**config.mk**
```make
export PLATFORM = sky130hd
export DESIGN_NAME = seq_level_step_flat
export DESIGN_NICKNAME = d
export VERILOG_FILES = /design/src/rtl/seq_level_step_if.sv /design/src/rtl/seq_level_step.sv /design/src/flat_wrapper.sv
export SDC_FILE = /design/constraint.sdc
export NUM_CORES = 1
export LEC_CHECK = 0
export CORE_MARGIN = 2
export CORE_UTILIZATION = 37
export CTS_CLUSTER_DIAMETER = 80
export DETAILED_ROUTE_END_ITERATION = 7
export GPL_ROUTABILITY_DRIVEN = 0
export PLACE_DENSITY = 0.71
export RECOVER_POWER = 25
export SYNTH_ARGS = -nofsm -noshare
export SYNTH_HDL_FRONTEND = slang
export SYNTH_SLANG_ARGS = --single-unit
```
**constraint.sdc**
```tcl
create_clock -name clk -period 1.7 [get_ports clk]
set_clock_uncertainty 0.05 [all_clocks]
set_input_delay 0.425 -clock clk [delete_from_list [all_inputs] [get_ports clk]]
set_output_delay 0.425 -clock clk [all_outputs]
set_load 0.01 [all_outputs]
```
**src/rtl/seq_level_step_if.sv**
```systemverilog
// Handshake bundle between the level sequencer and whatever drives it:
// counter value/enable and control inputs, plus the level/code/status outputs.
interface seq_level_step_if;
  logic [3:0] q;
  logic       en;
  logic       start;
  logic       abort;
  logic       loop;
  logic [2:0] level;
  logic [1:0] code;
  logic       wrap;
  logic       busy;
  logic       done;

  modport master (
    output q, en, start, abort, loop,
    input  level, code, wrap, busy, done
  );

  modport slave (
    input  q, en, start, abort, loop,
    output level, code, wrap, busy, done
  );
endinterface

```
**src/rtl/seq_level_step.sv**
```systemverilog
// Level sequencer: counts counter wraps and walks 8 levels, emitting a 2-bit
// code per level, with single-shot/loop modes and start/abort control.
module seq_level_step #(
  parameter logic [15:0] CODE_MAP = 16'hB4B4,
  parameter logic [3:0]  TERMINAL = 4'hF
) (
  input  logic              clk,
  input  logic              reset,
  seq_level_step_if.slave   bus
);

  typedef enum logic [1:0] {
    IDLE = 2'd0,
    RUN  = 2'd1,
    DONE = 2'd2
  } state_t;

  state_t     state_r, state_n;
  logic [2:0] level_r, level_n;
  logic [1:0] code_r;
  logic       wrap_r, wrap_n;
  logic       busy_r, done_r;
  logic       wev;

  function automatic logic [1:0] code_of(input logic [2:0] lv);
    return CODE_MAP[{lv, 1'b0} +: 2];
  endfunction

  // The counter rolls over on the same edge that consumes this event.
  assign wev = bus.en && (bus.q == TERMINAL);

  always_comb begin
    state_n = state_r;
    level_n = level_r;
    wrap_n  = 1'b0;
    if (bus.abort) begin
      state_n = IDLE;
      level_n = 3'd0;
    end else begin
      unique case (state_r)
        IDLE, DONE: begin
          // start beats a coincident wev here; the wev is simply dropped
          if (bus.start) begin
            state_n = RUN;
            level_n = 3'd0;
          end
        end
        RUN: begin
          if (wev) begin
            wrap_n = 1'b1;
            if (level_r != 3'd7) begin
              level_n = level_r + 3'd1;
            end else if (bus.loop) begin
              level_n = 3'd0;
            end else begin
              state_n = DONE;
            end
          end
        end
        default: begin
          state_n = IDLE;
          level_n = 3'd0;
        end
      endcase
    end
  end

  // Outputs are registered from next-state values so they move with level.
  always_ff @(posedge clk) begin
    if (!reset) begin
      state_r <= IDLE;
      level_r <= 3'd0;
      code_r  <= code_of(3'd0);
      wrap_r  <= 1'b0;
      busy_r  <= 1'b0;
      done_r  <= 1'b0;
    end else begin
      state_r <= state_n;
      level_r <= level_n;
      code_r  <= code_of(level_n);
      wrap_r  <= wrap_n;
      busy_r  <= (state_n == RUN);
      done_r  <= (state_n == DONE);
    end
  end

  assign bus.level = level_r;
  assign bus.code  = code_r;
  assign bus.wrap  = wrap_r;
  assign bus.busy  = busy_r;
  assign bus.done  = done_r;

endmodule
```
**src/flat_wrapper.sv**
```systemverilog
// flat-port wrapper written by rule: the top's interface ports become plain ports
module seq_level_step_flat 
#(
  parameter logic [15:0] CODE_MAP = 16'hB4B4,
  parameter logic [3:0]  TERMINAL = 4'hF
)
  (clk, reset, bus_q, bus_en, bus_start, bus_abort, bus_loop, bus_level, bus_code, bus_wrap, bus_busy, bus_done);
  seq_level_step_if bus_i ();
  input  logic clk;
  input  logic reset;
  input wire logic [$bits(bus_i.q)-1:0] bus_q;
  input wire logic [$bits(bus_i.en)-1:0] bus_en;
  input wire logic [$bits(bus_i.start)-1:0] bus_start;
  input wire logic [$bits(bus_i.abort)-1:0] bus_abort;
  input wire logic [$bits(bus_i.loop)-1:0] bus_loop;
  output wire logic [$bits(bus_i.level)-1:0] bus_level;
  output wire logic [$bits(bus_i.code)-1:0] bus_code;
  output wire logic [$bits(bus_i.wrap)-1:0] bus_wrap;
  output wire logic [$bits(bus_i.busy)-1:0] bus_busy;
  output wire logic [$bits(bus_i.done)-1:0] bus_done;
  assign bus_i.q = bus_q;
  assign bus_i.en = bus_en;
  assign bus_i.start = bus_start;
  assign bus_i.abort = bus_abort;
  assign bus_i.loop = bus_loop;
  assign bus_level = bus_i.level;
  assign bus_code = bus_i.code;
  assign bus_wrap = bus_i.wrap;
  assign bus_busy = bus_i.busy;
  assign bus_done = bus_i.done;
  seq_level_step #(.CODE_MAP(CODE_MAP), .TERMINAL(TERMINAL)) u_core (.clk(clk), .reset(reset), .bus(bus_i));
endmodule
```
==> results.rst <==
.. list-table::
   :header-rows: 1

   * - Metric
     - Value
   * - Outcome
     - complete, but fails checks
   * - Failing checks
     - negative setup slack
   * - Clock power share
     - 0.388
   * - Max-cap violation count
     - 0
   * - Number of buffer cells added on primary ports
     - 17
   * - Leakage
     - roughly 0.37 nW
   * - Instance count of the mapped netlist
     - approximately 50
   * - Critical R2R Launch
     - u_core.bus.level[0]
   * - XOR/XNOR Fraction of Synth Area
     - 0
   * - Area fraction in and, or, nand and nor cells after synthesis
     - 0.266
   * - Final Setup Violations
     - 2
   * - Vias
     - roughly 530
   * - Number of distinct library cells after synthesis
     - 30
   * - Setup crit end kind
     - flip-flop
   * - Number of global-route vias before repair
     - roughly 440
   * - Library cell used as clock root buffer
     - sky130_fd_sc_hd__clkbuf_4
   * - TritonCTS buffer count
     - 3
   * - Post-placement cell count
     - roughly 90
   * - Arrival @ worst endpoint
     - roughly 2.0 ns
   * - Length of the first detailed-routing pass in iterations
     - 4
   * - Placed wire-length estimate
     - ~1000 µm
   * - Wire length of the first global-routing pass
     - 1920 µm
   * - Die footprint
     - ~1700 µm²
   * - Dominant combinational cell family by area after synthesis
     - simple AND/OR/NAND/NOR gates
   * - Startpoint class of the critical path
     - flip-flop
   * - DRC viols
     - 0
   * - Final wirelength
     - 1380 µm
   * - Final critical delay including setup and external delays
     - between 1.5 and 2 ns
   * - Fraction of power consumed by combinational cells
     - 0.142
   * - Sum of negative setup slack
     - -0.132 ns
   * - Top post-synthesis cells by area
     - sky130_fd_sc_hd__dfxtp_1 (36%), sky130_fd_sc_hd__ha_1 (7.5%), sky130_fd_sc_hd__a21oi_1 (4.0%)
   * - Final hold violation count
     - 0
   * - Part of the total power dissipated in sequential elements
     - 0.470
   * - Number of antenna violations at the first check in global routing
     - 0
   * - Biggest cell delay along the critical path
     - approximately 0.35 ns
   * - Warnings, synthesis
     - 0
   * - Worst path required time
     - approximately 1.8 ns
   * - Final worst-path setup slack
     - -0.129 ns
   * - Number of diodes added for antenna fixing
     - 0
   * - Cell taking the most area after synthesis
     - sky130_fd_sc_hd__dfxtp_1
   * - Net switching share of the total power
     - 0.251
   * - Synth-to-layout area growth
     - 72.9%
   * - Type of the tightest min-delay check
     - flip-flop to flip-flop
   * - Unrepaired setup endpoints after global routing
     - true
   * - Share of the yosys chip area belonging to registers
     - 0.362
   * - Worst voltage drop across the vdd grid
     - between 0.3 and 0.4 mV
   * - Multiplexer share of the synthesized area
     - 0.0302
   * - Share of the synthesized area in compound gates (AO/OA/AOI/OAI)
     - 0.229
   * - Detailed-route wire length per cell
     - between 10 and 15 µm
   * - Post-Syn Nets
     - 62
   * - Synth Area in Adders
     - 0.0754
   * - Hold path endpoint
     - u_core.state_r[1]
   * - Kind of cell adding the most delay to the critical path
     - compound AO/OA/AOI/OAI gates
   * - Initial Util
     - 0.388
   * - H-Tree Depth
     - 1
   * - Area of the mapped netlist
     - ~500 µm²
   * - Synthesized area per cell
     - 10.2 µm²
   * - Fin nets
     - between 90 and 100
   * - Clock tree from TritonCTS
     - built
   * - Post-synthesis sequential element count
     - 9
   * - Fraction of final layout cells with drive strength greater than 1
     - 0.422
   * - Critical hold path startpoint
     - u_core.state_r[1]
   * - Highest-delay cell along the critical path
     - sky130_fd_sc_hd__dfxtp_4
   * - Sum of overflow across all layers after global routing
     - 0
   * - Die Ht
     - about 41 µm
   * - Internal Dissipation
     - 342 µW
   * - Maximum root-to-sink buffer count
     - 2
   * - Die span in x
     - ~41 µm
   * - FF-to-FF End
     - u_core.bus.code[0]
   * - Vias/cell
     - about 5.4
   * - Core region area
     - roughly 1300 µm²
   * - Number of buffer and inverter instances along the worst setup path
     - 0
   * - Period Utilization, post-route
     - 1.08
   * - Max Transition Viols Final
     - 0
   * - Cell breakdown of the critical path
     - ha_4, ha_4, and2b_4, o311a_1, a211o_1, mux2_4
   * - Maximum net fanout on the critical path
     - 2
   * - Power density relative to cell area
     - between 500 and 600 nW/µm²
   * - Number of cells on the worst hold path
     - 2
   * - Switching pwr
     - about 110 µW
   * - Tot GR Track Use
     - 0.193
   * - Power, Total
     - about 460 µW
   * - Post-Route Hold Slack
     - 0.531 ns
   * - Clock-pin slew on the worst setup and hold paths
     - approximately 0.07 ns
   * - Reg2Reg Depth
     - 6
   * - Setup slack, reg-to-reg
     - -0.13 ns
   * - Final non-filler cell total
     - slightly below 100
   * - Highest clock rate
     - ~550 MHz
   * - DRC violation total after the first TritonRoute iteration
     - 14
   * - Clock Sink Count
     - 9
   * - Maximum number of pins on one net before global-route repair
     - 10
   * - Count of nets left with antenna violations after detail routing
     - 0
   * - Placement-stage worst setup slack
     - -0.402 ns
   * - Source-to-sink clock delay at the later pin of the worst-skew pair
     - between 0.2 and 0.3 ns
   * - Worst slew margin relative to its limit
     - 0.819
   * - Proportion of netlist area held by the largest area contributor
     - 0.362
   * - Worst Setup Path Type
     - flip-flop to flip-flop
   * - Site row count
     - 13
   * - IO Pins
     - 18
   * - Transition at the pin with the smallest max-transition slack
     - about 0.27 ns
   * - Crit path top cell by count
     - sky130_fd_sc_hd__ha_4
==> cells by family (layout without fill, tap and decap cells) <==
family	Yosys count	in the layout
buf+inv	2	36
mux	1	1
fa+ha+maj	3	3
compound gates	15	15
simple gates	19	19
flops	9	9
==> sequential cells by signal (all words and copies together), names as in the netlist <==
name,cells
u_core.bus.level,3
u_core.state_r,2
u_core.bus.busy,1
u_core.bus.code,1
u_core.bus.done,1
u_core.bus.wrap,1
==> routing by layer <==
metal  up-vias  share of wire  track usage
met5         -              0            0
met4         0          0.018        0.125
met3         4          0.032       0.0489
met2        10           0.49        0.294
met1       255           0.46        0.238
li1        256              -            -
==> timing repair <==
action / CTS / global route
gates cloned: 0 / 0
hold buffers: 0 / 0
buffers inserted: 0 / 2
pin swaps: 0 / 3
setup endpoints to repair: 6 / 5
gates resized for setup: 4 / 11
==> cells in the mapped netlist (all sizes together) <==
master / number
a211o: 1
a211oi: 1
a21o: 1
a21oi: 4
a311oi: 2
and2: 1
and2b: 2
buf: 2
dfxtp: 9
ha: 3
mux2: 1
nand2: 3
nand2b: 2
nand3: 1
nand3b: 1
nand4b: 2
nor2: 2
nor2b: 1
nor3: 2
nor4: 1
nor4b: 1
o211ai: 1
o21a: 1
o21ai: 1
o221a: 1
o311a: 1
o31a: 1
==> cell type report <==
| cell class | instances | area (µm²) |
|---|---|---|
| well taps | 15 | 18.8 |
| repair buffers | 32 | 287 |
| flip-flops and latches | 9 | 186 |
| multi-input cells | 38 | 343 |
| clock buffers | 4 | 26.3 |
| fillers | 111 | 424 |
==> worst max path at each step <==
| stage | startpoint | endpoint | slack [ns] | cells past startpoint |
|---|---|---|---|---|
| finish | u_core.bus.level[0] | u_core.bus.code[0] | -0.13 | 6 |
| CTS | u_core.bus.level[0] | u_core.bus.code[0] | -0.12 | 6 |
| global route | u_core.bus.level[0] | u_core.bus.code[0] | -0.16 | 6 |
| detailed placement | bus_loop | u_core.bus.code[0] | -0.40 | 5 |
| global placement | bus_loop | u_core.bus.code[0] | -0.38 | 5 |
| floorplan | u_core.bus.level[0] | u_core.bus.code[0] | -0.1 | 6 |
==> through the flow <==
step,utilization,area [µm²]
2_1_floorplan,-,528
3_3_place_gp,0.619,796
3_5_place_dp,0.619,796
4_1_cts,0.638,820
5_1_grt,0.670,861
6_report,0.670,861
==> worst reg2reg max path: stages, from the launching register on <==
cell and delay [ns]:
sky130_fd_sc_hd__dfxtp_4 0.35, sky130_fd_sc_hd__ha_4 0.17, sky130_fd_sc_hd__ha_4 0.16, sky130_fd_sc_hd__and2b_4 0.16, sky130_fd_sc_hd__o311a_1 0.28, sky130_fd_sc_hd__a211o_1 0.26
sky130_fd_sc_hd__mux2_4 0.30
==> cell usage in the layout (no fill, tap or decap), types with 3 or more instances in the layout <==
master                            netlist  final
sky130_fd_sc_hd__a21oi_1                4      3
sky130_fd_sc_hd__dlygate4sd2_1          0      3
sky130_fd_sc_hd__dlymetal6s2s_1         0      3
sky130_fd_sc_hd__dfxtp_1                9      6
sky130_fd_sc_hd__buf_4                  1     15
sky130_fd_sc_hd__clkdlybuf4s50_1        0     10
sky130_fd_sc_hd__clkbuf_4               0      3
==> power groups by stage <==
stage	Sequential, mW	Clock, mW	Combinational (mW)
3_3_place_gp	0.219	0	0.0627
5_1_grt	0.215	0.188	0.0690
4_1_cts	0.214	0.182	0.0645
2_1_floorplan	0.218	0	0.0206
3_5_place_dp	0.219	0	0.0641
6_report	0.214	0.177	0.0648
(Power assumes the default switching activity.)
